--- config.mk ---
export PLATFORM = sky130hd
export DESIGN_NAME = spi_responder
export DESIGN_NICKNAME = d
export VERILOG_FILES = /design/src/rtl/spi_responder.sv
export SDC_FILE = /design/constraint.sdc
export NUM_CORES = 1
export LEC_CHECK = 0
export CAP_MARGIN = 20
export CORE_MARGIN = 2
export CORE_UTILIZATION = 23
export CTS_CLUSTER_SIZE = 30
export DETAILED_ROUTE_END_ITERATION = 16
export DONT_BUFFER_PORTS = 1
export MAX_ROUTING_LAYER = met4
export PLACE_DENSITY = 0.34
export SYNTH_ARGS = -nofsm -noshare
export SYNTH_HDL_FRONTEND = slang
export SYNTH_SLANG_ARGS = --single-unit
--- constraint.sdc ---
create_clock -name clk -period 7.8 [get_ports clk]
set_clock_uncertainty 0.1 [all_clocks]
set_input_delay 0.78 -clock clk [delete_from_list [all_inputs] [get_ports clk]]
set_output_delay 0.78 -clock clk [all_outputs]
set_load 0.01 [all_outputs]
--- src/rtl/spi_responder.sv ---
// spi_responder: SPI mode-3 peripheral serving a 64 x 8 register file.
// SPI pins are oversampled in the clk domain; register 0x00 reads DEVICE_ID.
module spi_responder #(
    parameter logic [7:0] DEVICE_ID   = 8'h33,
    parameter int         SYNC_STAGES = 2
) (
    input  logic       clk,
    input  logic       rst,
    input  logic       spi_clk,
    input  logic       spi_cs,
    input  logic       spi_mosi,
    output logic       spi_miso,
    output logic       spi_miso_oe,
    input  logic       loc_we,
    input  logic [5:0] loc_addr,
    input  logic [7:0] loc_wdata,
    output logic       wr_strobe,
    output logic [5:0] wr_addr,
    output logic [7:0] wr_data,
    output logic       rd_strobe,
    output logic       frame_err,
    output logic       busy
);

    localparam logic [1:0] S_IDLE  = 2'd0;
    localparam logic [1:0] S_ADDR  = 2'd1;
    localparam logic [1:0] S_DATA  = 2'd2;
    localparam logic [1:0] S_DRAIN = 2'd3;

    logic [SYNC_STAGES-1:0] sclk_sync;
    logic [SYNC_STAGES-1:0] cs_sync;
    logic [SYNC_STAGES-1:0] mosi_sync;
    logic                   sclk_prev;
    logic                   cs_prev;

    // Synchronizers keep running through reset so a frame already in
    // flight when rst drops is recognised and drained.
    always_ff @(posedge clk) begin
        sclk_sync <= {sclk_sync[SYNC_STAGES-2:0], spi_clk};
        cs_sync   <= {cs_sync[SYNC_STAGES-2:0], spi_cs};
        mosi_sync <= {mosi_sync[SYNC_STAGES-2:0], spi_mosi};
        sclk_prev <= sclk_sync[SYNC_STAGES-1];
        cs_prev   <= cs_sync[SYNC_STAGES-1];
    end

    logic sclk_s;
    logic cs_s;
    logic mosi_s;
    logic sclk_rise;
    logic sclk_fall;

    assign sclk_s    = sclk_sync[SYNC_STAGES-1];
    assign cs_s      = cs_sync[SYNC_STAGES-1];
    assign mosi_s    = mosi_sync[SYNC_STAGES-1];
    assign sclk_rise = sclk_s & ~sclk_prev;
    assign sclk_fall = ~sclk_s & sclk_prev;

    logic [1:0] state;
    logic [2:0] bit_cnt;
    logic [7:0] shift_in;
    logic [7:0] tx;
    logic       rw;
    logic       ms;
    logic [5:0] addr;
    logic [7:0] regs [64];

    logic [7:0] hdr_byte;
    logic [7:0] data_byte;
    logic [5:0] next_addr;
    logic [5:0] fetch_addr;
    logic [7:0] fetch_data;
    logic       byte_done;
    logic       commit_we;

    // Header arrives MSB first, data bytes LSB first.
    assign hdr_byte   = {shift_in[6:0], mosi_s};
    assign data_byte  = {mosi_s, shift_in[7:1]};
    assign next_addr  = addr + 6'd1;
    assign fetch_addr = (state == S_ADDR) ? hdr_byte[5:0] : next_addr;
    assign fetch_data = (fetch_addr == 6'd0) ? DEVICE_ID : regs[fetch_addr];
    assign byte_done  = sclk_rise && (bit_cnt == 3'd7);
    assign commit_we  = !rst && !cs_s && (state == S_DATA) && byte_done
                        && !rw && (addr != 6'd0);

    always_ff @(posedge clk) begin
        if (rst) begin
            for (int i = 0; i < 64; i++) begin
                regs[i] <= '0;
            end
        end else begin
            if (loc_we && (loc_addr != 6'd0)
                && !(commit_we && (loc_addr == addr))) begin
                regs[loc_addr] <= loc_wdata;
            end
            if (commit_we) begin
                regs[addr] <= data_byte;
            end
        end
    end

    always_ff @(posedge clk) begin
        if (rst) begin
            state     <= S_IDLE;
            bit_cnt   <= '0;
            shift_in  <= '0;
            tx        <= '0;
            rw        <= 1'b0;
            ms        <= 1'b0;
            addr      <= '0;
            spi_miso  <= 1'b0;
            wr_strobe <= 1'b0;
            wr_addr   <= '0;
            wr_data   <= '0;
            rd_strobe <= 1'b0;
            frame_err <= 1'b0;
        end else begin
            wr_strobe <= 1'b0;
            rd_strobe <= 1'b0;
            frame_err <= 1'b0;
            if (cs_s) begin
                if ((state == S_ADDR)
                    || ((state == S_DATA) && (bit_cnt != 3'd0))) begin
                    frame_err <= 1'b1;
                end
                state    <= S_IDLE;
                spi_miso <= 1'b0;
                rw       <= 1'b0;
            end else begin
                unique case (state)
                    S_IDLE: begin
                        bit_cnt  <= '0;
                        shift_in <= '0;
                        spi_miso <= 1'b0;
                        rw       <= 1'b0;
                        ms       <= 1'b0;
                        // CS already low without a fresh edge: stale frame.
                        state    <= cs_prev ? S_ADDR : S_DRAIN;
                    end
                    S_ADDR: begin
                        if (sclk_rise) begin
                            shift_in <= hdr_byte;
                            bit_cnt  <= bit_cnt + 3'd1;
                            if (bit_cnt == 3'd7) begin
                                rw    <= hdr_byte[7];
                                ms    <= hdr_byte[6];
                                addr  <= hdr_byte[5:0];
                                state <= S_DATA;
                                if (hdr_byte[7]) begin
                                    tx        <= fetch_data;
                                    rd_strobe <= 1'b1;
                                end
                            end
                        end
                    end
                    S_DATA: begin
                        if (sclk_fall && rw) begin
                            spi_miso <= tx[0];
                            tx       <= {1'b0, tx[7:1]};
                        end
                        if (sclk_rise) begin
                            shift_in <= data_byte;
                            bit_cnt  <= bit_cnt + 3'd1;
                            if (byte_done) begin
                                if (commit_we) begin
                                    wr_strobe <= 1'b1;
                                    wr_addr   <= addr;
                                    wr_data   <= data_byte;
                                end
                                if (ms) begin
                                    addr <= next_addr;
                                    if (rw) begin
                                        tx        <= fetch_data;
                                        rd_strobe <= 1'b1;
                                    end
                                end else begin
                                    state <= S_DRAIN;
                                end
                            end
                        end
                    end
                    S_DRAIN: begin
                        spi_miso <= 1'b0;
                    end
                    default: begin
                        state <= S_IDLE;
                    end
                endcase
            end
        end
    end

    assign spi_miso_oe = rw && ((state == S_DATA) || (state == S_DRAIN));
    assign busy = !rst && !cs_s && ((state != S_IDLE) || cs_prev);

endmodule

======== Yosys cells after proc, flatten, opt, wreduce, memory -nomap -nowiden ========
Memory sizes are Yosys's and may differ from the RTL's.
Index checks and enable logic that the tools add are counted.
storage, ports and cells
  register bits after elaboration ......... 55
  bits in latches ......................... 0
  bits in writable memories ............... 512
  ROM bits ................................ 0
  input bits .............................. 20
  logic and storage cells ................. 150
  memories kept ........................... 1
memory list
  memory  words  width  rd ports  clocked after memory_dff  write ports  line  text
  regs    64     8      1         0                         64           65    logic [7:0] regs [64];
operators by class
  add/sub/neg operators ................... 2
  $mul .................................... 0
  divide/modulo/power cells ............... 0
  magnitude comparators ................... 0
  eq/ne operators ......................... 14
  shift operators ......................... 0
  multiplexer cells ....................... 60
  bitwise gates (word level) .............. 8
  reductions and logical operators ........ 47
operators with widths
  cell                                          count
  2-to-1 mux 8 bit                              13
  2-to-1 mux 6 bit                              8
  one-hot mux 8 bit (3 select lines)            1
  2-to-1 mux 1 bit                              23
  one-hot mux 8 bit (2 select lines)            1
  OR reduction 8 bit                            2
  != test 2 bit (second input constant)         7
  logical AND 1 bit                             13
  2-to-1 mux 2 bit                              6
  one-hot mux 6 bit (2 select lines)            1
  nonzero test 6 bit                            2
  AND reduction 5 bit                           2
  nonzero test 2 bit                            5
  one-hot mux 1 bit (2 select lines)            4
  AND reduction 4 bit                           2
  OR reduction 2 bit                            4
  AND reduction 7 bit                           1
  adder 6 x 1 -> 6 bit (second input constant)  1
  equality test 6 bit                           1
  logical NOT 6 bit                             1
  NOT 1 bit                                     6
  one-hot mux 2 bit (3 select lines)            1
  one-hot mux 3 bit (2 select lines)            1
  AND reduction 3 bit                           2
  14 further kinds                              23

======== Longest topological paths before layout ========
Gate-level depths: netlist of run 1.
  depth in word-level cells ............... 14
  depth in mapped cells ................... 14

======== Worst setup path after synthesis of run 1 ========
OpenSTA, ideal clock, no wires.
  kind .................................... input port to flip-flop
  start ................................... input rst
  end ..................................... memory regs[31][0] (enable)
  data arrival time ....................... 2.902 ns
  data required time ...................... 7.406 ns
  slack ................................... 4.504 ns
  stages .................................. 9
  buffers on the path ..................... 1
  cells stage by stage .................... nor2_1 > nor4b_4 > o21ai_4 > o311a_1 > and2_1 > buf_2 > nand3_2 > nor2_2 > or3_1
RTL lines
  item                line  text
  start: declaration  8     input logic rst,
  end: declaration    65

==> impl_metrics.toml, run 1 <==
[grt]
grt_pass1_wl_mm = 169.8
grt_overflow = 0
grt_max_degree = 103
grt_pass1_vias = 19690
antenna_found_initial = 3
track_usage_pct = 19.58

[timing]
hold_violations = 0
relSlewSlack_pct = 28.91
finalSetupViolCount = 0
fin_hold_ws_ps = 83.62
max_slew.worst_pin.slew_ps = 1066
period_share_pct = 63.46
period_needed_ps = 4950
maxSlewViolCount = 0
finalSetupTns_ps = 0
rsz0062_at_grt = "false"
max_freq_ghz = 0.2020

[min_path]
hold-path-endpoint = "mosi_sync[0]"
hold_start = "spi_mosi"
hp-class = "input port to register"
holdPathStages = 0

[cts]
ctsHtreeMaxLevel = 3
clk_latency_ps = 630
cts_hold_buffers = 0
cts_inserted_buffers = 70
postCtsResizedCells = 0
cts_tree = "yes"
clkTransAtPathRegs_ps = 60
clkSinkCount = 567
cts_setup_buffers = 0
cts-root-buf = "clkbuf_16"
cts_buffer_depth = 3

[route]
totalWireLength_mm = 122.0
viasPerCell = 5.473
dr.pass1.iters = 5
wire_per_inst_um = 33.01
drc = 0
num_vias = 20230
drt_iter0_drc = 2422
antenna_left = 0

[synthesis]
syn_inst = 2106
async_flop_share_pct = 0
ys.flop_type = "edfxtp_1"
synth_cell_types = 66
synth_seq_cells = 567
synth_fp_nets = 2137
synth_edf_count = 512
syn_area_um2 = 28540
ys_warn_count = 0
avgSynthCellArea_um2 = 13.55
ys_seq_area_share_pct = 57.74

[floorplanning]
rows = 129
coreArea_um2 = 123500
die_h_um = 356.2
num_io_pins = 40
start_util_pct = 23.11
die_area_um2 = 126900
die_w_um = 356.2

[power]
p_comb_share_pct = 5.5
switching_share_pct = 24.00
peakVddDrop_uv = 161.4
p_leak_nw = 10.48
power_frac_seq_pct = 49.7
p_sw_mw = 1.703
clkPwrFrac_pct = 44.8
powerDensity_nw_per_um2 = 219.8
intPower_mw = 5.392

[finish]
syn2layout_area_growth_pct = 13.09
register_area_um2 = 16510
multi_input_area_um2 = 11210
drive_gt1_share_pct = 15.26
fin_nets = 2034
fill_cells = 12640

[setup_path]
crit_path_max_incr_delay_ps = 830
arrival_ps = 5130
endpoint_kind = "register"
cp.required_ps = 7980
path_class = "register to register"
path_cells = "ha_1, ha_1, nand3b_1, nor4b_4, o21ai_4, nor2_1, nand3_1, nor2_1, or3_1"
r2r_slack_ps = 2850
r2r_cells = 9
worst-path-max-fanout = 19
start_kind = "register"
r2r-start = "bit_cnt[0]"
slowest_stage = "nor2_1"
r2r_end = "regs[49][0]"

[run]
drv_cap = 0

[placement]
io_buffer_count = 0
dp.final_hpwl_mm = 72.58
place_congestion = 0.8900

[run_status]
status = "completed"
[Yosys cell counts (all sizes together) (7+ instances only)]
master  number  area, um^2
mux2i       43       430.4
a22o       516        4519
nand3b       8       60.06
dfxtp       55        1101
nor2       173       842.1
nand2b       7       43.79
and2         9       56.30
buf         57       264.0
clkbuf     153       574.3
edfxtp     512       15370
o21ai       23       126.4
mux4       110        2477
nand2      120       475.5
a21oi       36       180.2
inv         12       45.05
o21a         7       52.55
a22oi       21       157.7
o22ai       14       87.58
nor3         7       35.03
nand4       10       62.56
or3         65       406.6
nand3       37       202.7
xnor2        7       61.31
ha          11       137.6
[state kept, by name, summed over array words and instances, names as in the netlist]
name / count
addr: 6
bit_cnt: 3
cs_prev: 1
cs_sync: 2
frame_err: 1
mosi_sync: 2
ms: 1
rd_strobe: 1
regs: 512
rw: 1
sclk_prev: 1
sclk_sync: 2
shift_in: 8
spi_miso: 1
state: 2
tx: 8
wr_addr: 6
wr_data: 8
wr_strobe: 1
[per-layer routing]
metal	up-vias	wire [um]	global-route usage (%)
li1	8381	-	-
met1	10810	55930	27.56
met2	904	55070	29.53
met3	134	8375	2.854
met4	0	2618	4.802
met5	-	0	-
[cells in the final DEF (no fill, tap or decap), drive strengths merged, types with 10 or more instances in the layout]
cell type and n:
a22o 516, nand2 120, mux2i 43, mux4 110
o21ai 23, o22ai 14, a22oi 21, clkbuf 88
dfxtp 55, nand4 10, or3 65, inv 14
edfxtp 512, a21oi 36, ha 11, buf 35
nor2 173, nand3 37, clkinv 32
[power groups by stage]
stage | sequential (mW) | clock [mW] | combinational (mW)
global placement | 3.59 | 0 | 0.388
detailed placement | 3.59 | 0 | 0.388
finish | 3.53 | 3.18 | 0.388
floorplan | 3.53 | 0 | 0.292
global route | 3.54 | 3.36 | 0.410
CTS | 3.53 | 3.25 | 0.390
[through the flow]
| step | instances | setup WS (ps) | utilization, % | total power [mW] | area, um^2 |
|---|---|---|---|---|---|
| 6_report | 3696 | 2850 | 26.14 | 7.095 | 32270 |
| 5_1_grt | 3695 | 2572 | 26.13 | 7.304 | 32270 |
| 4_1_cts | 3693 | 2811 | 26.11 | 7.162 | 32240 |
| 3_5_place_dp | 3566 | 2831 | 24.36 | 3.975 | 30080 |
| 3_3_place_gp | 3565 | 2974 | 24.35 | 3.981 | 30070 |
| 2_1_floorplan | 2106 | 4504 | - | 3.827 | 28540 |
[how the worst max path moves through the flow]
stage	depth (start not counted)	startpoint	slack [ps]	endpoint
final	9	bit_cnt[0]	2850	regs[49][0]
after global routing	9	bit_cnt[0]	2570	regs[49][4]
after CTS	9	bit_cnt[0]	2810	regs[3][6]
after detailed placement	9	bit_cnt[1]	2830	regs[35][4]
after global placement	9	bit_cnt[0]	2970	regs[35][5]
after floorplan	9	rst	4500	regs[31][0]
[kinds of logic after synthesis]
group / Yosys count / synth area share [%]
AND/OR/NAND/NOR: 464 / 8.427
flip-flops: 567 / 57.74
buffers and inverters: 223 / 3.109
adder cells (fa/ha/maj): 11 / 0.4823
XOR/XNOR: 10 / 0.3069
multiplexers: 157 / 10.35
AO/OA/AOI/OAI: 674 / 19.59
[worst max-delay path, delay by kind of cell, from the launching register on]
family | cells | cell delay (ps)
flip-flops | 1 | 350
AND/OR/NAND/NOR | 6 | 3460
AO/OA/AOI/OAI | 1 | 350
adder cells (fa/ha/maj) | 2 | 340
[layout make-up]
type                    instances  share of cell area [%]
inverters                      13                  0.1512
flip-flops and latches        567                   51.15
diodes                          1                0.007754
multi-input cells            1316                   34.75
repair buffers                 35                  0.8801
clock buffers                  88                   5.932
well taps                    1637                   6.347
clock inverters                39                  0.7832
Power figures use the tool's default switching activity.
==> run 2, diff against run 1 <==
Settings changed: PLACE_DENSITY 0.34 to 0.35.
Clock period 7.8 ns to 4.4 ns, I/O delays scaled along.
==> run 2 against run 1 <==
Final area rose by 2.4%. Hold slack improved by 5.2 ps. Sequential power grew 77%. Via count rose by 0.92%. Clock power up 94%. Maximum frequency grew 28%. Largest cell class unchanged.
==> impl_metrics.toml, run 2 (synthesized netlist as in run 1, its figures left out) <==
[run_status]
status = "completed"

[placement]
io_buffer_count = 0
place_congestion = 0.8660
dpl-instance-area_um2 = 30330
dp.final_hpwl_mm = 73.49

[setup_path]
cp.required_ps = 4560
crit_path_max_incr_delay_ps = 650
slowest_stage = "nor2_1"
start_kind = "register"
endpoint_kind = "register"
path_class = "register to register"
worst-path-max-fanout = 18
cp_top_family = "simple AND/OR/NAND/NOR gates"
path_cells = "inv_1, ha_1, inv_2, nor4b_4, o21ai_4, buf_4, nor2_1, nand3_1, buf_4, nor2_1, or3_1"
arrival_ps = 4020
path_buf_inv = 4

[grt]
track_usage_pct = 19.72
grt_pass1_wl_mm = 171.6
antenna_found_initial = 4
grt_pass1_vias = 20290
grt_overflow = 0
grt_max_degree = 70

[run]
drv_cap = 0

[cts]
postCtsResizedCells = 0
ctsHtreeMaxLevel = 3
cts_inserted_buffers = 68
cts-root-buf = "clkbuf_16"
cts_buffer_depth = 3
clk_latency_ps = 630
cts_hold_buffers = 16
cts_tree = "yes"
cts_setup_buffers = 0
clkSinkCount = 567
clkTransAtPathRegs_ps = 70

[floorplanning]
die_w_um = 356.2
die_h_um = 356.2
rows = 129
start_util_pct = 23.11
coreArea_um2 = 123500
die_area_um2 = 126900
num_io_pins = 40

[timing]
relSlewSlack_pct = 24.75
finalSetupViolCount = 0
rsz0062_at_grt = "false"
maxSlewViolCount = 0
finalSetupTns_ps = 0
max_freq_ghz = 0.2589
period_share_pct = 87.79
hold_violations = 0
max_slew.worst_pin.slew_ps = 1129
period_needed_ps = 3863

[power]
peakVddDrop_uv = 283.7
p_leak_nw = 10.88
p_total_mw = 13.32
powerDensity_nw_per_um2 = 403.2

[finish]
drive_gt1_share_pct = 17.34
stdcell_area_um2 = 33030
fill_cells = 12570
antennaDiodeCount = 0
regMostFlops = "regs"
fin_nets = 2077
layout_common_cells = "516 x a22o_1, 512 x edfxtp_1, 134 x nor2_1"
syn2layout_area_growth_pct = 15.76
mostFrequentLayoutCell = "a22o_1"
largest_register_ffs = 512

[route]
num_vias = 20410
wire_per_inst_um = 33.10
antenna_left = 0
drt_iter0_drc = 2033
totalWireLength_mm = 123.7
drc = 0
dr.pass1.iters = 5
viasPerCell = 5.464

[min_path]
hp-class = "input port to register"
run 2: area by class of cell:
class                           count  area, um^2  area share [%]
Sequential cell                   567       16510           49.97
Inverter                           13       48.80          0.1477
Multi-Input combinational cell   1316       11220           33.96
Tap cell                         1637        2048           6.201
Timing Repair Buffer               80       815.8           2.470
Clock inverter                     43       501.7           1.519
Clock buffer                       80        1894           5.735
run 2: path summary, 6_finish.rpt:
path	from	cells past startpoint	endpoint	slack [ps]
worst max-delay path	state[0]	11	regs[50][0]	540
worst min-delay path	rst	2	tx[7]	90
worst max register to register	state[0]	11	regs[50][0]	540
worst min register to register	mosi_sync[0]	0	mosi_sync[1]	240
run 2: per-stage QoR:
step	cells	util, %	hold slack, ps	worst slack (ps)
2_1_floorplan	2106	-	209.6	1116
3_3_place_gp	3597	24.56	227.5	535.9
3_5_place_dp	3597	24.56	230.1	568.7
4_1_cts	3736	26.75	13.42	537.9
5_1_grt	3736	26.75	72.69	314.7
6_report	3736	26.75	88.82	537.4
run 2: layer usage:
layer	wire length, um	global-route usage (%)	part of all wire [%]
met5	0	-	0
met4	2660	5.072	2.2
met3	7301	2.153	5.9
met2	58300	31.17	47
met1	55400	26.93	45
run 2: power breakdown:
| group | switching [mW] | internal, mW | total (mW) |
|---|---|---|---|
| logic | 0.627 | 0.272 | 0.898 |
| registers | 0.122 | 6.12 | 6.24 |
| clock network | 2.46 | 3.73 | 6.18 |
| total | 3.21 | 10.1 | 13.3 |
==> patch 1 (config.mk and constraints of run 2) <==
Change the parameter `SYNC_STAGES` from 2 to 4.
--- a/src/rtl/spi_responder.sv
+++ b/src/rtl/spi_responder.sv
@@ -2,7 +2,7 @@
 // SPI pins are oversampled in the clk domain; register 0x00 reads DEVICE_ID.
 module spi_responder #(
     parameter logic [7:0] DEVICE_ID   = 8'h33,
-    parameter int         SYNC_STAGES = 2
+    parameter int         SYNC_STAGES = 4
 ) (
     input  logic       clk,
     input  logic       rst,
Check against the original RTL: not settled (the Yosys comparison gave no result); the edit may change what the design does.
==> patch 1 against run 2 <==
  * Sequential cell count rose by 6
  * Via count is 1.1% higher
  * Clock power fell by 2%
  * Critical path depth shrank 2
  * Fmax down 6.0%
  * Hold slack got worse by 49 ps
  * Design area rose by 2.6%
  * Total power grew 0.46%
  * Synthesized area rose by 2.4%
  * Wire length is 0.84% higher
  * Worst setup slack worse by 250 ps
  * Largest cell class unchanged
  * Largest power group unchanged
==> patch 1: results (changes against run 2) <==
clock_tree:
  cts_made_buffers: 72  # was 68
layout:
  instances_no_fill: 3836  # was 3736
  drive_gt1_frac: 0.1872  # was 0.1734
global_route:
  gr-usage-met1: 0.2500  # was 0.2693
  grt_pass1_wl_um: 173100  # was 171600 um
  use_met2: 0.3142  # was 0.3117
  met3_usage: 0.03293  # was 0.02153
  grt_max_degree: 68  # was 70
  grt_usage: 0.1933  # was 0.1972
outcome:
  status: "finished clean"  # unchanged
placement:
  dp_hpwl_um: 76970  # was 73490 um
  portBuffers: 0  # unchanged
  pre_cts_ws_ps: 346.6  # was 568.7 ps
logic_synthesis:
  synth_seq_area_share: 0.5680  # was 0.5774
  syn-num-nets: 2174  # was 2137
  synthTopCellsByCount: "512 x edfxtp_1, 509 x a22o_1, 138 x clkbuf_1"  # was 516 x a22o_1, 512 x edfxtp_1, 153 x clkbuf_1
  avgSynthCellArea_sq_um: 13.63  # was 13.55 sq um
  synth_edf_count: 512  # unchanged
  synthTopCellsByArea: "edfxtp_1 53%, a22o_1 15%, mux4_2 6.7%"  # was edfxtp_1 54%, a22o_1 16%, mux4_2 8.7%
  synth.distinct_cells: 77  # was 66
route:
  vias: 20650  # was 20410
  initialDrtViolationCount: 2071  # was 2033
  drt_wl_total_um: 124700  # was 123700 um
power:
  leakage_nw: 11.07  # was 10.88 nW
critical_path:
  cp_max_fo: 12  # was 18
  cp_data_arrival_time_ps: 4300  # was 4020 ps
timing:
  tightest_slew_ps: 1206  # was 1129 ps
-- patch 1: changes by cell type after synthesis, moves of 9 or more --
| cell | delta |
|---|---|
| a21oi_1 | -9 |
| buf_1 | -10 |
| buf_4 | +11 |
| buf_6 | +15 |
| clkbuf_1 | -15 |
| mux2i_1 | +19 |
| mux4_1 | +21 |
| mux4_2 | -23 |
-- patch 1: worst paths after layout --
check                   from     endpoint  slack (ps)  cells past startpoint
setup / recovery     addr[5]  regs[36][6]         290                      9
hold / removal           rst  shift_in[6]          40                      2
hold reg to reg   cs_sync[1]   cs_sync[2]         220                      0
setup reg to reg     addr[5]  regs[36][6]         290                      9
-- patch 1: stage by stage --
| stage | cell area (sq um) | util | hold WS [ps] | power (mW) |
|---|---|---|---|---|
| 2_1_floorplan | 29220 | - | 209.6 | 6.963 |
| 3_3_place_gp | 31180 | 0.2477 | 211.3 | 7.273 |
| 3_5_place_dp | 31210 | 0.2479 | 213.6 | 7.270 |
| 4_1_cts | 33860 | 0.2689 | 6.639 | 13.50 |
| 5_1_grt | 33880 | 0.2691 | 16.59 | 13.75 |
| 6_report | 33880 | 0.2691 | 39.97 | 13.38 |
-- patch 1: where the power goes --
| part | leakage (nW) | switching [mW] | internal, mW |
|---|---|---|---|
| clock | 1.17 | 2.45 | 3.61 |
| combinational | 4.49 | 0.674 | 0.354 |
| sequential | 5.41 | 0.128 | 6.17 |
-- patch 1: final cells by class --
type | count | area (sq um)
timing repair buffer | 126 | 1222
tap | 1650 | 2064
sequential | 573 | 16630
clock buffer | 95 | 2002
clock inverter | 37 | 355.3
fill | 12870 | 92020
multi-input combinational | 1343 | 11560
antenna | 1 | 2.502
inverter | 11 | 41.29
-- patch 1: critical path, cell delays in order (launching register included) --
cell and delay (ps):
dfxtp_1 510, nor2_1 360, and3_1 280, nor4_4 60, a21oi_1 140, nor3b_2 310
nand2_1 630, buf_4 420, nor2_1 500, or3_1 430
-- patch 1: cell families (layout without fill, tap and decap cells) --
family,after synthesis,after routing,synth area share
other cells,0,1,0
compound gates,661,661,0.1885
flops,573,573,0.5680
mux,171,171,0.1077
buf+inv,227,269,0.03756
fa+ha+maj,11,11,0.004710
simple gates,489,489,0.09023
xor+xnor,11,11,0.003297
-- patch 1: routing by layer --
metal  wire length (um)  up-vias  part of all wire
met2              60320      824              0.48
met5                  0        -                 0
li1                   -     8715                 -
met1              53930    10970              0.43
met4               2898        0             0.023
met3               7548      139             0.061
-- patch 1: timing repair --
action                                  4_1_cts  5_1_grt
hold endpoints to repair                    553        0
hold buffers                                 13        0
endpoints found under the setup margin        0        0
==> patch 2 (settings of run 2) <==
Made on the original files. Register the inputs `spi_cs`, `spi_mosi`, `loc_we`, `loc_addr` and `loc_wdata` before use. The logic sees them one clock later.
--- a/src/rtl/spi_responder.sv
+++ b/src/rtl/spi_responder.sv
@@ -27,6 +27,20 @@
     localparam logic [1:0] S_DATA  = 2'd2;
     localparam logic [1:0] S_DRAIN = 2'd3;
 
+    logic spi_cs_q;
+    logic spi_mosi_q;
+    logic loc_we_q;
+    logic [5:0] loc_addr_q;
+    logic [7:0] loc_wdata_q;
+
+    always_ff @(posedge clk) begin
+        spi_cs_q    <= spi_cs;
+        spi_mosi_q  <= spi_mosi;
+        loc_we_q    <= loc_we;
+        loc_addr_q  <= loc_addr;
+        loc_wdata_q <= loc_wdata;
+    end
+
     logic [SYNC_STAGES-1:0] sclk_sync;
     logic [SYNC_STAGES-1:0] cs_sync;
     logic [SYNC_STAGES-1:0] mosi_sync;
@@ -37,8 +51,8 @@
     // flight when rst drops is recognised and drained.
     always_ff @(posedge clk) begin
         sclk_sync <= {sclk_sync[SYNC_STAGES-2:0], spi_clk};
-        cs_sync   <= {cs_sync[SYNC_STAGES-2:0], spi_cs};
-        mosi_sync <= {mosi_sync[SYNC_STAGES-2:0], spi_mosi};
+        cs_sync   <= {cs_sync[SYNC_STAGES-2:0], spi_cs_q};
+        mosi_sync <= {mosi_sync[SYNC_STAGES-2:0], spi_mosi_q};
         sclk_prev <= sclk_sync[SYNC_STAGES-1];
         cs_prev   <= cs_sync[SYNC_STAGES-1];
     end
@@ -88,9 +102,9 @@
                 regs[i] <= '0;
             end
         end else begin
-            if (loc_we && (loc_addr != 6'd0)
-                && !(commit_we && (loc_addr == addr))) begin
-                regs[loc_addr] <= loc_wdata;
+            if (loc_we_q && (loc_addr_q != 6'd0)
+                && !(commit_we && (loc_addr_q == addr))) begin
+                regs[loc_addr_q] <= loc_wdata_q;
             end
             if (commit_we) begin
                 regs[addr] <= data_byte;
Check against the original RTL: not settled (the Yosys comparison gave no result); the edit may change what the design does.
==> patch 2 against run 2 <==
  * The run now ends with DRC left
  * Synthesized area rose by 0.61%
  * Synthesized cell count rose by 2.8%
  * Sequential cell count grew 14
  * Combinational power decreased by 15%
  * Final cell count is 3.1% higher
  * Largest power group unchanged
  * Largest cell class unchanged
  * Total power decreased by 1.2%
  * Wire length is 1.4% higher
  * Design area up 1.6%
  * Worst setup slack worse by 130 ps
  * Clock power decreased by 1%
==> patch 2: results (changes against run 2) <==
global_route:
  gr-usage-met1: 0.2761  # was 0.2693
  antenna_found_initial: 5  # was 4
  met3_usage: 0.03393  # was 0.02153
  use_met2: 0.2966  # was 0.3117
  grt_usage: 0.1995  # was 0.1972
  grt_pass1_vias: 20750  # was 20290
layout:
  synthToLayoutAreaGrowth_pct: 16.85  # was 15.76%
  multi_input_area_sq_mm: 0.01116  # was 0.01122 sq mm
  nNonClkBuffers: 124  # was 80
  seqCellArea_sq_mm: 0.01679  # was 0.01651 sq mm
  instances_no_fill: 3850  # was 3736
  bufAreaShareNonClock: 0.03305  # was 0.02470
  antenna_cells: 5  # was 0
  final_nets: 2180  # was 2077
  inverters_excl_clock: 11  # was 13
  drive_gt1_frac: 0.1649  # was 0.1734
  fillers: 12610  # was 12570
outcome:
  violations: "DRC"
  status: "complete, but fails checks"  # was finished clean
timing:
  timing.fmax_ghz: 0.2507  # was 0.2589 GHz
  tightest_slew_ps: 1220  # was 1129 ps
power:
  power_mw: 13.16  # was 13.32 mW
  power_frac_seq: 0.478  # was 0.468
  combPwrFrac: 0.058  # was 0.067
  ir_worst_vdd_uv: 249.6  # was 283.7 uV
  switching_share: 0.2421  # was 0.2408
  leakage_nw: 11.57  # was 10.88 nW
floorplan:
  core_sq_mm: 0.1238  # was 0.1235 sq mm
logic_synthesis:
  synth_fa_ha_area_frac: 0.004794  # was 0.004823
  synth_seq_area_share: 0.5826  # was 0.5774
  synthTopCellsByCount: "509 x a22o_1, 509 x edfxtp_1, 177 x clkbuf_1"  # was 516 x a22o_1, 512 x edfxtp_1, 153 x clkbuf_1
  synthMuxAreaShare: 0.1045  # was 0.1035
  synth_compound_area_frac: 0.1888  # was 0.1959
  synth_edf_count: 509  # was 512
  synth.distinct_cells: 64  # was 66
  avgSynthCellArea_sq_um: 13.26  # was 13.55 sq um
  ys_ff_latch: 581  # was 567
placement:
  place_area_sq_mm: 0.03091  # was 0.03033 sq mm
  place.gp.congestion: 0.8207  # was 0.8660
  dp_cells: 3689  # was 3597
  dp_hpwl_um: 75830  # was 73490 um
route:
  initialDrtViolationCount: 2289  # was 2033
  met1_length_um: 57110  # was 55400 um
  firstDrtPassIters: 11  # was 5
  drc: 2  # was 0
  wl_met2_um: 55880  # was 58300 um
critical_path:
  r2r-start: "bit_cnt[0]"  # was state[0]
  slowest_delay_ps: 500  # was 650 ps
  reg2reg_to: "regs[19][1]"  # was regs[50][0]
  cp_data_arrival_time_ps: 4200  # was 4020 ps
  reg2reg_slack_ps: 410  # was 540 ps
clock_tree:
  cts_made_buffers: 73  # was 68
  cts_hold_buf: 22  # was 16
  clk_latency_ps: 650  # was 630 ps
## patch 2: changes by cell type after synthesis, moves of 8 or more
cell | run 2 | this run
a21oi_1 | 36 | 46
a22oi_1 | 21 | 12
buf_2 | 28 | 19
clkbuf_1 | 153 | 177
dfxtp_1 | 55 | 72
mux2i_1 | 43 | 33
nand2_1 | 114 | 166
nand3_1 | 35 | 43
nor2_1 | 134 | 173
nor2_2 | 20 | 0
nor2_4 | 19 | 0
## patch 2: worst min path at each step
stage                   end  slack [ps]  cells after the start    startpoint
2_1_floorplan    cs_sync[0]         210                      0      spi_cs_q
3_3_place_gp   sclk_sync[1]         220                      0  sclk_sync[0]
3_5_place_dp   sclk_sync[1]         210                      0  sclk_sync[0]
4_1_cts               tx[4]          20                      2           rst
5_1_grt               tx[4]          30                      2           rst
6_report              tx[4]         100                      2           rst
